File: config.mk
export PLATFORM = sky130hd
export DESIGN_NAME = uart_rx_os16_flat
export DESIGN_NICKNAME = d
export VERILOG_FILES = /design/src/rtl/uart_rx_os16_if.sv /design/src/rtl/uart_rx_os16.sv /design/src/flat_wrapper.sv
export SDC_FILE = /design/constraint.sdc
export NUM_CORES = 1
export LEC_CHECK = 0
export ABC_AREA = 0
export BUFFER_PORTS_ARGS = -buffer_cell sky130_fd_sc_hd__buf_2
export CAP_MARGIN = 20
export CORE_UTILIZATION = 61
export CTS_CLUSTER_DIAMETER = 60
export DETAILED_ROUTE_END_ITERATION = 7
export PLACE_DENSITY = 0.78
export REMOVE_ABC_BUFFERS = 1
export SLEW_MARGIN = 20
export SYNTH_ARGS = -nofsm -noshare
export SYNTH_HDL_FRONTEND = slang
export SYNTH_SLANG_ARGS = --single-unit
File: constraint.sdc
create_clock -name clk_50m -period 2.51 [get_ports clk_50m]
set_input_delay 0.251 -clock clk_50m [delete_from_list [all_inputs] [get_ports clk_50m]]
set_output_delay 0.251 -clock clk_50m [all_outputs]
set_load 0.01 [all_outputs]
File: src/rtl/uart_rx_os16_if.sv
// Handshake bundle between the baud generator / serial line / consumer and the 16x UART receiver.
// The slave modport is the receiver's view; master is the driving environment.
interface uart_rx_os16_if #(
  parameter int unsigned DATA_BITS = 8
);
  logic                 clken;
  logic                 rx;
  logic                 rdy_clr;
  logic [DATA_BITS-1:0] data;
  logic                 rdy;
  logic                 frame_err;
  logic                 overrun;

  modport master (
    output clken, rx, rdy_clr,
    input  data, rdy, frame_err, overrun
  );

  modport slave (
    input  clken, rx, rdy_clr,
    output data, rdy, frame_err, overrun
  );
endinterface

File: src/rtl/uart_rx_os16.sv
// 8N1 UART receiver driven by a 16x oversample enable: mid-bit start validation, LSB-first
// data capture, stop-bit check, ready/clear handshake with sticky framing and overrun flags.
module uart_rx_os16 #(
  parameter int unsigned DATA_BITS   = 8,
  parameter int unsigned OVERSAMPLE  = 16,
  parameter int unsigned SYNC_STAGES = 2
) (
  input logic             clk_50m,
  input logic             rst_n,
  uart_rx_os16_if.slave   bus
);

  localparam int unsigned TickW = $clog2(OVERSAMPLE);
  localparam int unsigned BitW  = (DATA_BITS > 1) ? $clog2(DATA_BITS) : 1;

  localparam logic [TickW-1:0] TickHalf = TickW'(OVERSAMPLE / 2 - 1);
  localparam logic [TickW-1:0] TickLast = TickW'(OVERSAMPLE - 1);
  localparam logic [BitW-1:0]  BitLast  = BitW'(DATA_BITS - 1);

  typedef enum logic [2:0] {
    StIdle,
    StStart,
    StData,
    StStop,
    StWaitHigh
  } state_e;

  state_e                 state_q, state_d;
  logic [SYNC_STAGES-1:0] sync_q;
  logic [TickW-1:0]       tick_q, tick_d;
  logic [BitW-1:0]        bit_q, bit_d;
  logic [DATA_BITS-1:0]   shift_q, shift_d;
  logic [DATA_BITS-1:0]   data_q, data_d;
  logic                   rdy_q, rdy_d;
  logic                   frame_err_q, frame_err_d;
  logic                   overrun_q, overrun_d;
  logic                   rx_s;
  logic                   good_frame;
  logic                   bad_frame;

  assign rx_s = sync_q[SYNC_STAGES-1];

  // Line synchroniser runs every cycle; resets to idle-high so reset does not fake a start.
  always_ff @(posedge clk_50m or negedge rst_n) begin
    if (!rst_n) begin
      sync_q <= '1;
    end else if (SYNC_STAGES > 1) begin
      sync_q <= {sync_q[SYNC_STAGES-2:0], bus.rx};
    end
  end

  always_comb begin
    state_d    = state_q;
    tick_d     = tick_q;
    bit_d      = bit_q;
    shift_d    = shift_q;
    good_frame = 1'b0;
    bad_frame  = 1'b0;

    if (bus.clken) begin
      unique case (state_q)
        StIdle: begin
          if (!rx_s) begin
            state_d = StStart;
            tick_d  = '0;
          end
        end
        StStart: begin
          if (tick_q == TickHalf) begin
            tick_d  = '0;
            bit_d   = '0;
            state_d = rx_s ? StIdle : StData;
          end else begin
            tick_d = tick_q + 1'b1;
          end
        end
        StData: begin
          if (tick_q == TickLast) begin
            shift_d[bit_q] = rx_s;
            tick_d         = '0;
            if (bit_q == BitLast) begin
              bit_d   = '0;
              state_d = StStop;
            end else begin
              bit_d = bit_q + 1'b1;
            end
          end else begin
            tick_d = tick_q + 1'b1;
          end
        end
        StStop: begin
          if (tick_q == TickLast) begin
            tick_d = '0;
            if (rx_s) begin
              good_frame = 1'b1;
              state_d    = StIdle;
            end else begin
              bad_frame = 1'b1;
              state_d   = StWaitHigh;
            end
          end else begin
            tick_d = tick_q + 1'b1;
          end
        end
        StWaitHigh: begin
          // A held-low break must see the line return high before a new start is accepted.
          if (rx_s) begin
            state_d = StIdle;
          end
        end
        default: begin
          state_d = StIdle;
          tick_d  = '0;
          bit_d   = '0;
        end
      endcase
    end
  end

  always_comb begin
    data_d      = data_q;
    rdy_d       = rdy_q;
    frame_err_d = frame_err_q;
    overrun_d   = overrun_q;

    if (bus.rdy_clr) begin
      rdy_d       = 1'b0;
      frame_err_d = 1'b0;
      overrun_d   = 1'b0;
    end

    // Completion overrides a simultaneous clear; overrun only if the old byte was never taken.
    if (good_frame) begin
      data_d      = shift_q;
      rdy_d       = 1'b1;
      frame_err_d = 1'b0;
      if (rdy_q && !bus.rdy_clr) begin
        overrun_d = 1'b1;
      end
    end

    if (bad_frame) begin
      frame_err_d = 1'b1;
    end
  end

  always_ff @(posedge clk_50m or negedge rst_n) begin
    if (!rst_n) begin
      state_q     <= StIdle;
      tick_q      <= '0;
      bit_q       <= '0;
      shift_q     <= '0;
      data_q      <= '0;
      rdy_q       <= 1'b0;
      frame_err_q <= 1'b0;
      overrun_q   <= 1'b0;
    end else begin
      state_q     <= state_d;
      tick_q      <= tick_d;
      bit_q       <= bit_d;
      shift_q     <= shift_d;
      data_q      <= data_d;
      rdy_q       <= rdy_d;
      frame_err_q <= frame_err_d;
      overrun_q   <= overrun_d;
    end
  end

  assign bus.data      = data_q;
  assign bus.rdy       = rdy_q;
  assign bus.frame_err = frame_err_q;
  assign bus.overrun   = overrun_q;

endmodule

File: src/flat_wrapper.sv
// flat-port wrapper written by rule: the top's interface ports become plain ports
module uart_rx_os16_flat 
#(
  parameter int unsigned DATA_BITS   = 8,
  parameter int unsigned OVERSAMPLE  = 16,
  parameter int unsigned SYNC_STAGES = 2
)
  (clk_50m, rst_n, bus_clken, bus_rx, bus_rdy_clr, bus_data, bus_rdy, bus_frame_err, bus_overrun);
  uart_rx_os16_if #(.DATA_BITS(DATA_BITS)) bus_i ();
  input logic clk_50m;
  input logic rst_n;
  input wire logic [$bits(bus_i.clken)-1:0] bus_clken;
  input wire logic [$bits(bus_i.rx)-1:0] bus_rx;
  input wire logic [$bits(bus_i.rdy_clr)-1:0] bus_rdy_clr;
  output wire logic [$bits(bus_i.data)-1:0] bus_data;
  output wire logic [$bits(bus_i.rdy)-1:0] bus_rdy;
  output wire logic [$bits(bus_i.frame_err)-1:0] bus_frame_err;
  output wire logic [$bits(bus_i.overrun)-1:0] bus_overrun;
  assign bus_i.clken = bus_clken;
  assign bus_i.rx = bus_rx;
  assign bus_i.rdy_clr = bus_rdy_clr;
  assign bus_data = bus_i.data;
  assign bus_rdy = bus_i.rdy;
  assign bus_frame_err = bus_i.frame_err;
  assign bus_overrun = bus_i.overrun;
  uart_rx_os16 #(.DATA_BITS(DATA_BITS), .OVERSAMPLE(OVERSAMPLE), .SYNC_STAGES(SYNC_STAGES)) u_core (.clk_50m(clk_50m), .rst_n(rst_n), .bus(bus_i));
endmodule
# == Word level (Yosys, flattened, before mapping) ==
# Index checks and enable logic that the tools add are counted.
# totals
ff_bits,31
in_bits,5
out_inout_bits,11
# op_classes
add_sub_neg,2
order_cmp,2
eq_ne,13
muxes,35
bitwise,2
n_reduce_logical,12
# op_table
op,n
3-bit 2-to-1 mux,10
1-bit 2-to-1 mux,16
4-bit case mux with 4 select lines,1
3-bit case mux with 5 select lines,1
4-bit 2-to-1 mux,3
"2-bit by 1-bit inequality test with 1-bit output, second input constant",5
3-bit case mux with 3 select lines,1
8-bit bitwise mux,1
7-bit AND reduction,1
"3-bit by 2-bit == test with 1-bit output, second input constant",2
"3-bit == test, second input constant",2
3-bit AND reduction,2
"4-bit by 1-bit adder with 4-bit output, second input constant",1
"4-bit by 3-bit == test with 1-bit output, second input constant",1
"4-bit == test, second input constant",1
"3-bit by 4-bit < comparator with 1-bit output, second input constant",1
4-bit AND reduction,1
"3-bit by 1-bit adder with 3-bit output, second input constant",1
1-bit demux with 3-bit select,1
"3-bit by 1-bit == test with 1-bit output, second input constant",1
"3-bit by 1-bit >= comparator with 1-bit output, second input constant",1
3-bit logical NOT,1
3-bit nonzero test,1
3-bit OR reduction,1
7 further kinds,9

# == Depth between registers and ports, before layout ==
# depth
word_depth,6
ltp_mapped,7
depth_no_buf,5

# == Worst setup path before layout ==
# No wires, ideal clock.
# synth_path
kind,reg-to-reg
startpoint,reg u_core.tick_q[0]
endpoint,reg u_core.data_q[0] (netlist: u_core.bus.data[0])
setup_ns,0.125
arrival_ns,1.559
required_ns,2.385
slack_ns,0.826
path_stages_with_launch,7
n_path_buf,2
cell_sequence,dfrtp_1 -> ha_1 -> clkbuf_2 -> and4_1 -> and4_1 -> buf_2 -> mux2_2
# synth_between
elab_chain_cells,4
# synth_rtl
element,line_no,rtl
start: declaration,uart_rx_os16.sv:30,"logic [TickW-1:0] tick_q, tick_d;"
start signal: assignment,uart_rx_os16.sv:159,tick_q <= tick_d;
4-bit == test,uart_rx_os16.sv:92,if (tick_q == TickLast) begin
1-bit 2-to-1 mux,uart_rx_os16.sv:92,
1-bit 2-to-1 mux,uart_rx_os16.sv:61,unique case (state_q)
1-bit 2-to-1 mux,uart_rx_os16.sv:60,if (bus.clken) begin
end signal: assignment,uart_rx_os16.sv:162,data_q <= data_d;
end: declaration,uart_rx_os16.sv:33,"logic [DATA_BITS-1:0] data_q, data_d;"
# Every way passes these cells.
# A chain may end at the register's enable or synchronous reset.

# == Final worst setup path ==
# layout_path
startpoint,reg u_core.tick_q[0]
endpoint,reg u_core.data_q[2] (netlist: u_core.bus.data[2])
# The elaborated chain is that of the path after synthesis.

==> run summary <==
Prior to clock tree synthesis, the placed netlist has a worst setup slack of 0.522 ns. Clock tree synthesis selected as its root buffer the cell clkbuf_4. The tools report the global-route wire length before repair as 4310 um. The final layout contains routed wiring with a total length of 2540 um.

The net switching component of the power came out at 380 uW. 16 I/O pins were placed. The most instantiated library cell after synthesis was dfrtp_1. The number of buffers and inverters on the critical path is 0. Detailed placement ended at an HPWL of 1760 um.

The core region is 2280 um^2. In this run the number of H-tree levels came out at 2. The synthesized design devotes to its leading area cell type 48.2% of total area. The tool flagged a number of max-cap violations equal to 0.

Data on the critical path is required at its endpoint by 2.74 ns. The arrival time at the worst endpoint came out at 2.20 ns. The remaining routing DRC violations is 0. The worst register-to-register path begins at u_core.tick_q[0]$_DFFE_PN0P_.

Setup slack closes at 0.539 ns. The run gives 0.818 nW as the leakage power. The class of the most critical setup path was reg2reg.

Of all cell types, the one taking the most synthesized area is dfrtp_1. The clock period minus final worst setup slack was 1.97 ns. The depth of the critical timing path with buffers and inverters included was 4; the total clock sinks was 31. The net switching share of the total power was 32.2%; the worst max-slew margin expressed relative to the limit was 41.0%. In the final timing run, aggregate negative setup slack is 0 ns. The tools report the critical path capture point type as a register. The worst register-to-register path has a setup slack of 0.54 ns. The count of endpoints failing setup in the final report came out at 0. Clock latency on the worst-skew pair, taken at its later pin, is 0.34 ns. The capture instance of the worst register-to-register path was u_core.bus.data[2]$_DFFE_PN0P_.

The worst setup path is launched from a register. Sequential cells burn 53.6% of the power. The run gives 0.0703 ns as the worst hold margin. The die covers 2670 um^2. Counting along the longest clock path gives a buffer depth of 2. The synthesized netlist devotes 0% of its cell area to XOR and XNOR gates.

The count of pins over their slew limit is 0, and the cell count after synthesis is 134. The flip-flop cell with the highest count after synthesis is dfrtp_1. Following the worst setup path forward leads to its endpoint at u_core.bus.data[2]$_DFFE_PN0P_. The final number of hold-violating endpoints is 0, and the number of buffers added on ports is 15.

The run gives 0 as the count of cells resized by post-cts repair. The share of total power dissipated in combinational logic is 17.9%. The vertical die dimension was 51.7 um. For the pin with the worst max-slew slack, the measured transition is 0.878 ns. The area growth from synthesis to layout works out to 10.7%.

The number of clock buffers added by TritonCTS is 5. The run gives 0.822 as the global placer's final weighted congestion. For this configuration, the core starts out at a cell density of 66.1%. The number of antenna-violating nets in the routed design is 0, and the final core area utilization is 73.2%. In the final design database the tool counted 158 nets.

The logs give 32 for the pin count of the biggest net entering global routing and 21 for the first-iteration detailed-routing DRC count. The share of the synthesized area in compound gates (AO/OA/AOI/OAI) is 8.89%. The number of flip-flops and latches in the synthesized netlist is 31.

Internal power comes to 802 uW. The largest individual stage delay along the critical path comes from the cell and4_1. The largest delay contributor family on the critical path is simple AND/OR/NAND/NOR gates.

For this run, the top clock speed supported by timing is 0.507 GHz. Of the total synthesized cell area, the portion taken by full adders, half adders and majority gates is 2.49%. The number of distinct standard cells referenced by the synthesized netlist is 35.

The critical path starts at u_core.tick_q[0]$_DFFE_PN0P_. By count the netlist is led by dfrtp_1 (29), mux2_2 (17), nand2_1 (13). For this run the aggregate overflow at the end of global routing stands at 0. TritonCTS built the clock tree. The design draws 1.18 mW.

After synthesis, the cell types taking the most area are dfrtp_1 (48%), mux2_2 (13%), dfstp_2 (3.5%), nand2_1 (3.2%), nor4_4 (2.8%). The clock network is responsible for 28.4% of the overall power. Yosys printed 0 warnings. After synthesis, the largest family of logic cells by area is simple AND/OR/NAND/NOR gates.

For the worst flop-to-flop path, the logic depth is 4. For this run, the register share of the synthesized area comes to 51.7%. For the detailed-routing iteration count for the pre-antenna-repair pass, the log shows 4.

Summing the areas of all and, or, nand and nor instances in the mapped netlist gives 18.8% of the synthesized area. Between clock sinks in the finished design, the worst skew comes to 0.00635 ns. From left edge to right edge, the die measures 51.7 um. The average wire length per cell after detail routing is 14.2 um, and the mux cell area share after synthesis is 14.4%. The maximum vdd ir drop was 624 uV. The ratio of cells with drive above 1 in the final layout is 31.1%. Using the TritonRoute via totals, the vias-per-cell ratio works out to 5.80. Walking the worst path, the cells encountered are ha_1 -> and4_1 -> and4_1 -> mux2_2.

Among the stages of the critical path, the cell type that occurs most often is and4_1. The placement row count came out at 17. Along the worst path, the maximum fanout reaches 10. The worst hold path belongs to the class in2reg.

Each instance of the synthesized netlist takes up on average 11.2 um^2. Global routing consumed, over all layers together, 23.3% of the routing resources. The tools report the post-synthesis cell area as 1510 um^2. The repair_antennas step left the layout with diodes totalling 0. The overall via count from detail_route is 1,039, and the number of antenna violations at the first check in global routing is 0.

The flow ran to the end, and the final reports show no timing, DRC or antenna violations. The count of flip-flops with a built-in enable after synthesis came out at 0. In this run the power density over the cells is 709 nW/um^2.

Of the available clock period, the critical path in the final layout requires 78.5%. The clock-pin transition on the worst setup and hold timing paths is 0.10 ns. The via count of the first global-routing pass is 953. On the worst path, the slowest cell contributes a delay of 0.48 ns. The async set-or-reset flop fraction in the synthesized netlist works out to 100%. Setup repair after global routing left no endpoint under its margin.
cell families (layout without fill, tap and decap cells):
group                      Yosys count  after routing
AOI/OAI and AO/OA                   21             21
DFF                                 31             31
buffers and inverters               12             29
muxes                               19             19
and+or+nand+nor                     48             48
adders and majority gates            3              3
timing repair:
item                      CTS  global route
setup buffers               0             0
hold endpoints to repair   30             0
hold buffers                2             0
metal layers:
metal / part of all wire (%) / track usage, % / routed length (um) / vias up
li1: - / - / - / 508
met1: 48 / 31.4 / 1210 / 503
met2: 45 / 34.6 / 1140 / 25
met3: 5.8 / 6.14 / 146 / 3
met4: 1.3 / 12.2 / 32 / 0
met5: 0 / 0 / 0 / -
cell type report:
| type | instances | area, um^2 |
|---|---|---|
| tap | 28 | 35.0 |
| clock buffer | 7 | 65.1 |
| multi-input combinational | 91 | 671 |
| clock inverter | 1 | 7.51 |
| sequential | 31 | 778 |
| timing repair buffer | 17 | 95.1 |
| fill | 156 | 609 |
| inverter | 4 | 15.0 |
power by group through the flow:
stage | registers (mW) | logic, mW | clock network, mW
after CTS | 0.631 | 0.214 | 0.344
after detailed placement | 0.641 | 0.211 | 0
after global placement | 0.636 | 0.201 | 0
after floorplan | 0.618 | 0.166 | 0
after global routing | 0.646 | 0.241 | 0.362
final | 0.634 | 0.212 | 0.336
sequential cells by signal (all words and copies together), names as in the netlist:
signal and flops:
u_core.bus.data 8, u_core.shift_q 8, u_core.tick_q 4, u_core.bit_q 3, u_core.state_q 3, u_core.sync_q 2
u_core.bus.frame_err 1, u_core.bus.overrun 1, u_core.bus.rdy 1
metrics by stage:
step | std cells | area, um^2
after floorplan | 126 | 1460
after global placement | 169 | 1570
after detailed placement | 169 | 1570
after CTS | 179 | 1670
after global routing | 179 | 1670
final | 179 | 1670
how the worst min path moves through the flow:
stage	from	end	slack, ns	cells past startpoint
finish	bus_rdy_clr	u_core.bus.overrun$_DFF_PN0_	0.07	2
global route	bus_rdy_clr	u_core.bus.overrun$_DFF_PN0_	0.07	2
CTS	bus_rdy_clr	u_core.bus.overrun$_DFF_PN0_	0.06	2
detailed placement	rst_n	u_core.state_q[1]$_DFFE_PN0P_	0.32	1
global placement	rst_n	u_core.state_q[0]$_DFFE_PN0P_	0.31	1
floorplan	rst_n	u_core.bit_q[0]$_DFFE_PN0P_	-0.04	0
cell usage in the layout, fill, tap and decap left out, types with 3 or more instances in the layout:
cell type,synthesis,final
mux2_2,17,17
ha_1,3,3
o21ai_0,8,8
buf_2,5,15
inv_1,4,4
dfrtp_1,29,29
clkbuf_4,0,5
nor3_1,4,4
nor2_1,8,8
nand3_1,6,6
a21oi_1,4,4
nand2_1,13,13
No activity file was read; power rests on OpenSTA's default activity.
